--- config.mk ---
export PLATFORM = sky130hd
export DESIGN_NAME = wb_async_mem_initiator
export DESIGN_NICKNAME = d
export VERILOG_FILES = /design/src/rtl/wb_async_mem_initiator.sv
export SDC_FILE = /design/constraint.sdc
export NUM_CORES = 1
export LEC_CHECK = 0
export BUFFER_PORTS_ARGS = -buffer_cell sky130_fd_sc_hd__buf_2
export CAP_MARGIN = 20
export CORE_ASPECT_RATIO = 1.75
export CORE_MARGIN = 2
export CORE_UTILIZATION = 48
export DETAILED_ROUTE_END_ITERATION = 6
export HOLD_SLACK_MARGIN = 0.1
export PLACE_DENSITY = 0.84
export SLEW_MARGIN = 40
export SYNTH_ARGS = -nofsm -noshare
export SYNTH_HDL_FRONTEND = slang
export SYNTH_SLANG_ARGS = --single-unit
--- constraint.sdc ---
create_clock -name wb_clk_i -period 2.6 [get_ports wb_clk_i]
set_input_delay 0.39 -clock wb_clk_i [delete_from_list [all_inputs] [get_ports wb_clk_i]]
set_output_delay 0.39 -clock wb_clk_i [all_outputs]
set_load 0.02 [all_outputs]
--- src/rtl/wb_async_mem_initiator.sv ---
// Wishbone classic slave that replays each WB cycle as one
// fixed-timing async SRAM bus cycle (cs_n/oe_n/we_n/bls_n).
module wb_async_mem_initiator #(
  parameter int AW     = 24,
  parameter int SETUP  = 1,
  parameter int STROBE = 2,
  parameter int HOLD   = 1,
  parameter int TURN   = 1
) (
  input  logic          wb_clk_i,
  input  logic          wb_rst_i,
  input  logic          wb_cyc_i,
  input  logic          wb_stb_i,
  input  logic          wb_we_i,
  input  logic [31:0]   wb_adr_i,
  input  logic [3:0]    wb_sel_i,
  input  logic [31:0]   wb_dat_i,
  output logic [31:0]   wb_dat_o,
  output logic          wb_ack_o,
  output logic [AW-1:0] mem_a,
  output logic [31:0]   mem_d_o,
  input  logic [31:0]   mem_d_i,
  output logic          mem_d_oe,
  output logic          mem_cs_n,
  output logic          mem_oe_n,
  output logic          mem_we_n,
  output logic [3:0]    mem_bls_n
);

  localparam int M1   = (SETUP > STROBE) ? SETUP : STROBE;
  localparam int M2   = (HOLD > TURN) ? HOLD : TURN;
  localparam int MAXC = (M1 > M2) ? M1 : M2;
  localparam int CW   = (MAXC < 1) ? 1 : $clog2(MAXC + 1);

  generate
    if (STROBE < 1) begin : g_bad_strobe
      $fatal(1, "STROBE must be at least 1");
    end
  endgenerate

  typedef enum logic [2:0] {
    S_IDLE,
    S_SETUP,
    S_STROBE,
    S_HOLD,
    S_ACK,
    S_TURN
  } state_e;

  state_e        st_q, st_d;
  logic [CW-1:0] cnt_q, cnt_d;
  logic [AW-1:0] a_q, a_d;
  logic [3:0]    sel_q, sel_d;
  logic          we_q, we_d;
  logic [31:0]   do_q, do_d;
  logic [31:0]   dat_q, dat_d;
  logic          ack_q, ack_d;
  logic          cs_n_q, cs_n_d;
  logic          oe_n_q, oe_n_d;
  logic          we_n_q, we_n_d;
  logic [3:0]    bls_n_q, bls_n_d;
  logic          doe_q, doe_d;

  logic accept, last, busy;

  logic unused_adr;
  assign unused_adr = ^{wb_adr_i[31:AW+2], wb_adr_i[1:0]};

  assign accept = wb_cyc_i & wb_stb_i;
  assign last   = (cnt_q == '0);

  always_comb begin
    st_d  = st_q;
    cnt_d = cnt_q;
    a_d   = a_q;
    sel_d = sel_q;
    we_d  = we_q;
    do_d  = do_q;
    dat_d = dat_q;

    // Request is latched only when an access can actually start.
    unique case (st_q)
      S_IDLE: begin
        if (accept) begin
          st_d = (SETUP > 0) ? S_SETUP : S_STROBE;
        end
      end
      S_SETUP: begin
        if (last) st_d = S_STROBE;
      end
      S_STROBE: begin
        if (last) begin
          if (!we_q) dat_d = mem_d_i;
          st_d = (HOLD > 0) ? S_HOLD : S_ACK;
        end
      end
      S_HOLD: begin
        if (last) st_d = S_ACK;
      end
      S_ACK: begin
        st_d = (TURN > 0) ? S_TURN : S_IDLE;
      end
      S_TURN: begin
        if (last) begin
          if (accept) begin
            st_d = (SETUP > 0) ? S_SETUP : S_STROBE;
          end else begin
            st_d = S_IDLE;
          end
        end
      end
      default: st_d = S_IDLE;
    endcase

    if ((st_q == S_IDLE || st_q == S_TURN) &&
        (st_d == S_SETUP || st_d == S_STROBE)) begin
      a_d   = wb_adr_i[AW+1:2];
      sel_d = wb_sel_i;
      we_d  = wb_we_i;
      do_d  = wb_dat_i;
    end

    if (st_d != st_q) begin
      unique case (st_d)
        S_SETUP:  cnt_d = CW'(SETUP > 0 ? SETUP - 1 : 0);
        S_STROBE: cnt_d = CW'(STROBE - 1);
        S_HOLD:   cnt_d = CW'(HOLD > 0 ? HOLD - 1 : 0);
        S_TURN:   cnt_d = CW'(TURN > 0 ? TURN - 1 : 0);
        default:  cnt_d = '0;
      endcase
    end else if (!last) begin
      cnt_d = cnt_q - 1'b1;
    end

    busy    = (st_d == S_SETUP) || (st_d == S_STROBE) ||
              (st_d == S_HOLD);
    cs_n_d  = ~busy;
    oe_n_d  = ~((st_d == S_STROBE) && !we_d);
    we_n_d  = ~((st_d == S_STROBE) && we_d);
    bls_n_d = busy ? ~sel_d : 4'hF;
    doe_d   = busy & we_d;
    ack_d   = (st_d == S_ACK) && (st_q != S_ACK) && wb_cyc_i;
  end

  always_ff @(posedge wb_clk_i) begin
    if (wb_rst_i) begin
      st_q    <= S_IDLE;
      cnt_q   <= '0;
      a_q     <= '0;
      sel_q   <= '0;
      we_q    <= 1'b0;
      do_q    <= '0;
      dat_q   <= '0;
      ack_q   <= 1'b0;
      cs_n_q  <= 1'b1;
      oe_n_q  <= 1'b1;
      we_n_q  <= 1'b1;
      bls_n_q <= 4'hF;
      doe_q   <= 1'b0;
    end else begin
      st_q    <= st_d;
      cnt_q   <= cnt_d;
      a_q     <= a_d;
      sel_q   <= sel_d;
      we_q    <= we_d;
      do_q    <= do_d;
      dat_q   <= dat_d;
      ack_q   <= ack_d;
      cs_n_q  <= cs_n_d;
      oe_n_q  <= oe_n_d;
      we_n_q  <= we_n_d;
      bls_n_q <= bls_n_d;
      doe_q   <= doe_d;
    end
  end

  assign wb_dat_o  = dat_q;
  assign wb_ack_o  = ack_q;
  assign mem_a     = a_q;
  assign mem_d_o   = do_q;
  assign mem_d_oe  = doe_q;
  assign mem_cs_n  = cs_n_q;
  assign mem_oe_n  = oe_n_q;
  assign mem_we_n  = we_n_q;
  assign mem_bls_n = bls_n_q;

endmodule
==> metrics.md <==
| Metric | Value |
|---|---|
| CP Data Arrival Time | 2320 ps |
| Port Buf Inserts | 193 |
| Final Hold Fails | 0 |
| Reg clk slew, reported paths | 70 ps |
| N_diodes | 0 |
| Ys Warns | 0 |
| Fraction of the mapped netlist area in adder cells | 0.642% |
| Clk Latency, worst-skew pair | 330 ps |
| Critical path, cell by cell | inv_1 -> ha_1 -> a21boi_1 -> o32a_2 -> buf_4 -> nand2_1 -> a21oi_1 |
| # fillers | 664 |
| Seq/Total Area, Yosys | 54.9% |
| Synth Area in XOR/XNOR | 0.449% |
| Starting DRT DRC Count | 183 |
| RD Place Congestion | 0.830 |
| Synth Area in Compound Gates | 15.0% |
| DPL Wire Length | 6880 um |
| Clock buffer depth | 2 |
| Asr flop ratio synth | 0% |
| RSZ-0062 raised after global routing | no |
| CP Launch Type | flip-flop |
| Syn nets | 586 |
| Yosys cell types | 38 |
| Detail Route Antenna Nets | 0 |
| IO Pins | 202 |
| Hold WC Path Type | primary input to flip-flop |
| Layout cells sized above 1 | 33.3% |
| Worst Tran Pin Value | 573 ps |
| P&R area growth vs syn | 32.7% |
| MaxCap Viol Count | 0 |
| CP required | 2860 ps |
| DR vias/cell | 5.02 |
| Post-route setup slack | 534 ps |
| Mapped Area | 3900 um2 |
| Post-synth EDFFs | 0 |
| Post-synthesis mux area share | 2.18% |
| LEAKAGE | 2.37 nW |
| Max FO, Critical Path | 43 |
| Drt drc | 0 |
| Top FF cell, synth | dfxtp_1 |
| First-pass GRT wire length | 14600 um |
| Clock Tree Root | clkbuf_16 |
| CP endpoint kind | flip-flop |
| Hold Buf Count CTS | 0 |
| PwrDens | 951 nW/um2 |
| Syn Inst Count | 479 |
| Max-slew headroom | 60.8% |
| Die Area | 8890 um2 |
| Worst r2r src | cnt_q[0]$_SDFFE_PP0P_ |
| Initial antenna violation count | 0 |
| Via count of the first global-routing pass | 3505 |
| Worst Setup SP | cnt_q[0]$_SDFFE_PP0P_ |
| Main combinational cell family by area after synthesis | simple AND/OR/NAND/NOR gates |
| Routed len/inst | 12.5 um |
| Vias | 3763 |
| Die Y | 123 um |
| Slew Limit Fails | 0 |
| Final Hold Slack | 289 ps |
| Die W | 72.1 um |
| Worst ir drop on vdd | 0.584 mV |
| Post-synthesis simple-gate area fraction | 21.8% |
| Fmax | 484 MHz |
| Post-CTS Setup Repair Bufs | 0 |
| Largest area contributor in the netlist | dfxtp_1 |
| Count leader, synth | nand2_1 |
| Core Box Area | 7910 um2 |
| Clock sink total | 107 |
| Final worst path period share | 79.5% |
| Cell row count | 43 |
| Post-synth top cells | nand2_1, dfxtp_1, a21oi_1 |
| Cts bufs inserted | 9 |
| GRT overflow | 0 |
| Top-area cell type share of the netlist area | 54.9% |
| Cts repair resizes | 0 |
| #FFs+latches synth | 107 |
| Initial Util | 49.3% |
| Setup CP Type | flip-flop to flip-flop |
| Worst slack at placement | 531 ps |
| Min Tclk post-route | 2070 ps |
| Slowest stage delay, CP | 400 ps |
| H-tree depth reported by CTS | 3 |
| All-Layer GR Usage | 20.5% |
| Maximum number of pins on one net before global-route repair | 57 |
| Setup_tns | 0 ps |
| DRT Wirelength | 9370 um |
| Status | complete, no violations |
| Mean area per synthesized cell | 8.14 um2 |
| Final net count | 762 |
| Top post-synthesis cells by area | dfxtp_1, nand2_1, a21oi_1 |
| Initial DRT Pass Iterations | 4 |
| Final setup viols | 0 |
| Worst Hold Launch | wb_adr_i[13] |
| CP max-delay cell | a21boi_1 |
| Clock Skews | 6.53 ps |
| TritonCTS clock tree | built |
-- worst max-delay path, delay by kind of cell, from the launching register on --
family                     cells  cell delay [ps]
AOI/OAI and AO/OA              3              820
adders and majority gates      1              220
buffers and inverters          2              480
DFF                            1              320
and+or+nand+nor                1              110
-- per-layer routing --
layer	up-vias	GRT usage, %	share of wire (%)
li1	1900	-	-
met1	1705	21.1	37
met2	138	38.0	54
met3	20	4.24	5.8
met4	0	10.5	2.6
met5	-	0	0
-- sequential cells by signal, summed over array words and instances (netlist names), named ones only --
register   cells
st_q           3
mem_d_oe       1
wb_ack_o       1
mem_we_n       1
mem_cs_n       1
mem_oe_n       1
we_q           1
mem_d_o       32
wb_dat_o      32
mem_bls_n      4
cnt_q          2
mem_a         24
-- path summary, 6_finish.rpt --
check | depth (start not counted) | to | slack, ps
worst max-delay path | 7 | mem_a[16]$_SDFFE_PP0N_ | 530
worst min-delay path | 3 | mem_a[11]$_SDFFE_PP0N_ | 290
worst max register to register | 7 | mem_a[16]$_SDFFE_PP0N_ | 530
worst min register to register | 2 | mem_d_o[10]$_SDFFE_PP0N_ | 450
-- logic make-up (layout without fill, tap and decap cells) --
| group | Yosys count | count (layout) |
|---|---|---|
| AND/OR/NAND/NOR | 211 | 211 |
| AO/OA/AOI/OAI | 108 | 108 |
| flip-flops | 107 | 107 |
| buffers and inverters | 41 | 222 |
| multiplexers | 8 | 8 |
| adder cells (fa/ha/maj) | 2 | 2 |
| XOR/XNOR | 2 | 2 |
-- metrics by stage --
stage / area [um2] / power, mW / std cells / utilization, %
floorplan: 3900 / 3.19 / 479 / -
CTS: 5170 / 4.97 / 750 / 65.4
global route: 5170 / 5.23 / 750 / 65.4
detailed placement: 4880 / 3.64 / 734 / 61.7
global placement: 4880 / 3.58 / 734 / 61.7
finish: 5170 / 4.92 / 750 / 65.4
-- where the power goes --
group / internal (mW) / switching, mW / leakage, nW
logic: 0.545 / 0.995 / 1.36
clock network: 0.768 / 0.555 / 0.145
registers: 1.90 / 0.158 / 0.870
-- final cells by class --
cell class                 count  area, um2  area share (%)
tap                           90        113            2.18
clock inverter                 5       52.6            1.02
multi-input combinational    331       1580            30.6
timing repair buffer         200       1020            19.7
inverter                       6       22.5           0.435
clock buffer                  11        243            4.69
sequential                   107       2140            41.4
-- placed cells by master (no fill, tap or decap), types with 2 or more instances in the layout --
cell type | synthesis | layout
a2111oi_0 | 2 | 2
a21oi_1 | 95 | 95
and2_1 | 3 | 3
buf_2 | 12 | 193
buf_4 | 5 | 7
clkbuf_16 | 0 | 9
clkinv_2 | 0 | 3
dfxtp_1 | 107 | 107
ha_1 | 2 | 2
inv_1 | 6 | 6
mux2i_1 | 7 | 7
nand2_1 | 179 | 179
nand2b_1 | 4 | 4
nand3_1 | 3 | 3
nor2_1 | 8 | 8
nor2b_1 | 3 | 3
nor3_1 | 3 | 3
o21ai_0 | 2 | 2
xnor2_1 | 2 | 2
Power figures use the tool's default switching activity.
